$ cat src/rtl/pio_input_conditioner.sv
// -----------------------------------------------------------------------------
// pio_input_conditioner
//
// Board-side front end for the Nios system's input PIOs. Raw KEY/SW pins are
// synchronised with a two-flop chain per bit and then debounced. A new level is
// accepted only after it has been seen for DEBOUNCE_CYCLES consecutive cycles.
// The clean levels drive the button and switch PIOs. One-cycle
// press/release/change pulses are also produced for local fabric logic.
// Everything runs on the rising edge of clocks_ref_clk_clk.
//
// Ports
//   clocks_ref_clk_clk      in   system reference clock
//   clocks_ref_reset_reset  in   asynchronous, active-high reset
//   button_n_raw            in   raw KEY pins, 0 = pressed, asynchronous
//   switch_raw              in   raw SW pins, 1 = on, asynchronous
//   button_pio_export       out  debounced buttons, active-low (to button PIO)
//   switch_pio_export       out  debounced switches (to switch PIO)
//   button_press_pulse      out  1-cycle pulse on debounced 1->0 of a button
//   button_release_pulse    out  1-cycle pulse on debounced 0->1 of a button
//   switch_change_pulse     out  1-cycle pulse on any debounced switch change
//   any_event               out  OR of all pulse outputs, same cycle
// -----------------------------------------------------------------------------
module pio_input_conditioner #(
    parameter int N_BUTTONS       = 3,
    parameter int N_SWITCHES      = 10,
    parameter int DEBOUNCE_CYCLES = 500000
) (
    input  logic                  clocks_ref_clk_clk,
    input  logic                  clocks_ref_reset_reset,
    input  logic [N_BUTTONS-1:0]  button_n_raw,
    input  logic [N_SWITCHES-1:0] switch_raw,
    output logic [N_BUTTONS-1:0]  button_pio_export,
    output logic [N_SWITCHES-1:0] switch_pio_export,
    output logic [N_BUTTONS-1:0]  button_press_pulse,
    output logic [N_BUTTONS-1:0]  button_release_pulse,
    output logic [N_SWITCHES-1:0] switch_change_pulse,
    output logic                  any_event
);

    // Buttons and switches share one debouncer vector: buttons occupy the low
    // bits, switches the high bits.
    localparam int N  = N_BUTTONS + N_SWITCHES;
    localparam int CW = (DEBOUNCE_CYCLES > 1) ? $clog2(DEBOUNCE_CYCLES) : 1;

    // Buttons idle released (1), switches idle off (0).
    localparam logic [N-1:0]  RST_VAL  = {{N_SWITCHES{1'b0}}, {N_BUTTONS{1'b1}}};
    localparam logic [CW-1:0] TERM_CNT = CW'(DEBOUNCE_CYCLES - 1);

    logic [N-1:0]  raw_all;
    logic [N-1:0]  sync1_q, sync1_d;
    logic [N-1:0]  sync2_q, sync2_d;
    logic [N-1:0]  stable_q, stable_d;
    logic [N-1:0]  pulse_q, pulse_d;
    logic [CW-1:0] cnt_q [N];
    logic [CW-1:0] cnt_d [N];

    assign raw_all = {switch_raw, button_n_raw};

    always_comb begin
        sync1_d  = raw_all;
        sync2_d  = sync1_q;
        stable_d = stable_q;
        pulse_d  = '0;
        for (int i = 0; i < N; i++) begin
            cnt_d[i] = cnt_q[i];
            if (sync2_q[i] == stable_q[i]) begin
                // Input agrees with the accepted level: any bounce restarts the count.
                cnt_d[i] = '0;
            end else if (cnt_q[i] == TERM_CNT) begin
                // Held long enough: accept it and flag the transition for one cycle.
                stable_d[i] = sync2_q[i];
                cnt_d[i]    = '0;
                pulse_d[i]  = 1'b1;
            end else begin
                cnt_d[i] = cnt_q[i] + CW'(1);
            end
        end
    end

    always_ff @(posedge clocks_ref_clk_clk or posedge clocks_ref_reset_reset) begin
        if (clocks_ref_reset_reset) begin
            sync1_q  <= RST_VAL;
            sync2_q  <= RST_VAL;
            stable_q <= RST_VAL;
            pulse_q  <= '0;
            for (int i = 0; i < N; i++) begin
                cnt_q[i] <= '0;
            end
        end else begin
            sync1_q  <= sync1_d;
            sync2_q  <= sync2_d;
            stable_q <= stable_d;
            pulse_q  <= pulse_d;
            for (int i = 0; i < N; i++) begin
                cnt_q[i] <= cnt_d[i];
            end
        end
    end

    // Every output comes from flops. The accepted level is visible in the same
    // cycle as its pulse, so the new button level tells a press from a release.
    assign button_pio_export    = stable_q[N_BUTTONS-1:0];
    assign switch_pio_export    = stable_q[N-1:N_BUTTONS];
    assign button_press_pulse   = pulse_q[N_BUTTONS-1:0] & ~stable_q[N_BUTTONS-1:0];
    assign button_release_pulse = pulse_q[N_BUTTONS-1:0] &  stable_q[N_BUTTONS-1:0];
    assign switch_change_pulse  = pulse_q[N-1:N_BUTTONS];
    assign any_event            = |pulse_q;

endmodule

$ cat config.mk
export PLATFORM = sky130hd
export DESIGN_NAME = pio_input_conditioner
export DESIGN_NICKNAME = d
export VERILOG_FILES = /design/src/rtl/pio_input_conditioner.sv
export SDC_FILE = /design/constraint.sdc
export NUM_CORES = 1
export LEC_CHECK = 0
export BUFFER_PORTS_ARGS = -buffer_cell sky130_fd_sc_hd__buf_2
export CAP_MARGIN = 40
export CORE_UTILIZATION = 48
export CTS_CLUSTER_SIZE = 8
export DETAILED_ROUTE_END_ITERATION = 6
export GPL_TIMING_DRIVEN = 0
export PLACE_DENSITY = 0.72
export SLEW_MARGIN = 40
export SYNTH_ARGS = -nofsm -noshare
export SYNTH_HDL_FRONTEND = slang
export SYNTH_SLANG_ARGS = --single-unit
$ cat constraint.sdc
create_clock -name clocks_ref_clk_clk -period 17.5 [get_ports clocks_ref_clk_clk]
set_input_delay 0.875 -clock clocks_ref_clk_clk [delete_from_list [all_inputs] [get_ports clocks_ref_clk_clk]]
set_output_delay 0.875 -clock clocks_ref_clk_clk [all_outputs]
set_load 0.05 [all_outputs]
==> results by group <==
Final layout
  – Layout cells sized above 1: 0.114
  – Layout area overhead: 14.2%
  – Final nets: about 1500
  – Antenna Diode Count: 0

Worst setup path
  – CP delay by family, top: simple AND/OR/NAND/NOR gates
  – FF-to-FF path depth: 6
  – Max stage delay on crit path: 0.72 ns
  – Worst r2r src: cnt_q[234]
  – Worst EP required: roughly 17 ns
  – Crit path cell chain: nor4_1, nand4_1, buf_2
  – WP depth: 3
  – Arrival @ worst endpoint: between 2 and 2.5 ns
  – Critical path type: reg -> out
  – Critical R2R Capture: cnt_q[237]
  – Largest fanout on the critical path: 3
  – R2R Setup Slk: between 15 and 20 ns
  – Critical-path top delay cell: nor4_1
  – CP startpoint: pulse_q[1]
  – Crit end category: primary output
  – CP Buf/Inv Count: 1
  – Crit start category: flop

Timing
  – RSZ-0062 raised after global routing: false
  – Slew @ Worst Pin: between 0.8 and 0.9 ns
  – Final setup vio count: 0
  – Fin crit period: roughly 3.1 ns
  – Clock Skews: ~0.0086 ns
  – Hold Fails Final Rpt: 0
  – Setup TNS Final: 0 ns
  – Pins over their slew limit: 0
  – Period utilisation layout: 0.180
  – Slew HR: 0.456
  – Hold Worst Slack: around 0.35 ns
  – F_max: ~320 MHz

Clock tree
  – CTS tree: built
  – Post-CTS setup buffer count: 0
  – CTS root buf: clkbuf_16
  – Clk buf depth: 3
  – H-tree depth: 2
  – Clock sinks: between 200 and 300
  – Clock Latency Late Sink: ~0.52 ns
  – Reg clk slew, reported paths: roughly 0.05 ns
  – CTS resizes: 0
  – Hold Buf Count CTS: 0
  – CTS Buf Count: 43

Flow run
  – MaxCap Viol Count: 0

Place
  – I/O Buffers: 44
  – HPWL after detailed placement: between 15 and 20 mm
  – GP Congestion: about 0.83

Synthesis
  – Main synth FF type: dfrtp_1
  – Avg Inst Size Synth: ~10 um2
  – Adder-cell area share of the yosys netlist: 0.0115
  – Sequential area share after synthesis: 0.532
  – Largest family of logic cells by synthesized area: simple AND/OR/NAND/NOR gates
  – YS warnings: 0
  – Fraction of registers with async set/reset: 1.00
  – Synth Register Bits: roughly 300
  – Post-synth net total: 1442
  – Post-synthesis simple-gate area fraction: 0.252
  – Yosys top cell by area: dfrtp_1
  – Post-Synthesis Cell Area: between 10000 and 15000 um2
  – Synth Area in XOR/XNOR: 0.110
  – Post-synth EDFFs: 0
  – Top post-synthesis cells by area: dfrtp_1, xnor2_1, nor2_1, xor2_1, nand3_1
  – Area fraction of the dominant cell type after synthesis: 0.515
  – Synth unique cells: 43
  – Cells after Synth: roughly 1400
  – Fraction of synthesized area in multiplexers: 0.0104
  – Synth Area in Compound Gates: 0.0554

Floorplanning
  – Row count: 62
  – Core footprint: 28800 um2
  – Chip Width: 173 um
  – Io pins: between 40 and 50
  – Initial Util: 0.490
  – Die Y: approximately 170 um
  – Die area: between 30000 and 40000 um2

Power and ir drop
  – Switch share: 0.217
  – Cell-internal power: 1170 uW
  – Peak VDD IR: ~0.063 mV
  – Sequential Power Share: 0.478
  – NetSw: ~320 uW
  – Cell area power density: about 93 nW/um2
  – Leak pwr: ~0.0065 uW
  – Clock Power Share: 0.491
  – Combinational Power Share: 0.030

Detailed routing
  – Via count: approximately 10000
  – ANT nets after route: 0
  – Drt via density: approximately 5.4
  – Drt total wl: 27.2 mm
  – Remaining DRCs: 0
  – Routed len/inst: 14.3 um
  – Initial DRC Count: ~550
  – Pre-Repair DR Iteration Count: 4

Min path
  – Hold EP: sync2_q[7]
  – Hold crit path type: reg -> reg
  – HP Start: sync1_q[7]
  – WHS Path Cells: 0

Global route
  – GR Overflow Total: 0
  – Largest net degree at the start of global routing: around 80
  – GRT Total Usage: 0.186
  – Initial antenna violation count: 0
  – Vias in the first global route: around 10000
  – First-pass GRT wire length: about 47 mm

Run status
  – Status: finished clean
==> cell usage after synthesis (8+ instances only) <==
cell / number
a21oi_1: 57
or4_1: 35
and4_1: 12
or3_1: 31
dfrtp_1: 290
xor2_1: 57
nand3_1: 86
inv_1: 51
dfstp_2: 9
nor3b_1: 8
o31ai_1: 24
nand4_1: 62
ha_1: 13
nor3_1: 40
or2_2: 16
nor2_1: 227
o21ai_0: 28
buf_4: 10
clkbuf_1: 25
buf_2: 8
mux2_2: 13
nand2_1: 78
nor4_1: 48
xnor2_1: 120
and3_1: 11
==> cells by family (layout without fill, tap and decap cells) <==
logic type	count (synthesis)	count (layout)
buffers and inverters	94	201
DFF	299	299
muxes	13	13
adders and majority gates	13	13
xor gates and xnor gates	177	177
AOI/OAI and AO/OA	127	127
and+or+nand+nor	691	691
==> worst max-delay path by stage <==
stage                     end
detailed placement  any_event
global route        any_event
global placement     cnt_q[8]
CTS                 any_event
floorplan            cnt_q[0]
finish              any_event
==> metal layers <==
layer  global-route usage  vias up  part of all wire
met5                    0        -                 0
met4               0.0494        0             0.018
met3               0.0285       39             0.033
met2                0.303      154              0.47
met1                0.259     5012              0.48
li1                     -     5141                 -
==> layout by cell type (no fill, tap or decap), types with 16 or more instances in the layout <==
| master | synthesis | routed |
|---|---|---|
| nand2_1 | 78 | 78 |
| nor4_1 | 48 | 48 |
| xnor2_1 | 120 | 120 |
| clkbuf_1 | 25 | 37 |
| or4_1 | 35 | 35 |
| nor3_1 | 40 | 40 |
| o31ai_1 | 24 | 24 |
| nand3_1 | 86 | 86 |
| a21oi_1 | 57 | 57 |
| xor2_1 | 57 | 57 |
| buf_2 | 8 | 52 |
| nand4_1 | 62 | 62 |
| o21ai_0 | 28 | 28 |
| or3_1 | 31 | 31 |
| inv_1 | 51 | 50 |
| nor2_1 | 227 | 227 |
| clkbuf_16 | 0 | 44 |
| dfrtp_1 | 290 | 290 |
| or2_2 | 16 | 16 |
==> flip-flops by register name, indices dropped and copies added, names as in the netlist <==
name      cells
stable_q     13
sync2_q      13
cnt_q       247
pulse_q      13
sync1_q      13
==> stage by stage <==
step	area, um2	setup slack [ns]	std cells	util	power (uW)
finish	16100	14.36	1905	0.559	1490
global route	16100	14.39	1905	0.559	1550
CTS	16100	14.40	1905	0.559	1520
detailed placement	14900	14.95	1846	0.518	772
global placement	14800	5.22	1842	0.514	767
floorplan	14100	8.38	1414	-	755
==> worst reg2reg max path, stage by stage, from the launching register on <==
cell and delay [ns]:
dfrtp_1 0.36, clkbuf_1 0.18, nor4b_1 0.48, nand4_1 0.20
o21bai_1 0.61, clkbuf_1 0.41, nor2_1 0.11
==> area by class of cell <==
class                      count  area, um2
fill                        2469      12700
sequential                   299       7490
multi-input combinational   1021       6190
clock buffer                  56       1150
tap                          384        480
timing repair buffer          48        330
buffer                        43        209
inverter                      51        199
clock inverter                 3       32.5
==> power groups by stage <==
stage | Clock, uW | Combinational (uW) | Sequential [uW]
after floorplan | 0 | 32.0 | 723
after global placement | 0 | 42.5 | 725
after detailed placement | 0 | 46.7 | 725
after CTS | 755 | 47.2 | 714
after global routing | 783 | 53.2 | 715
final | 733 | 45.4 | 714
Power figures use the tool's default switching activity.
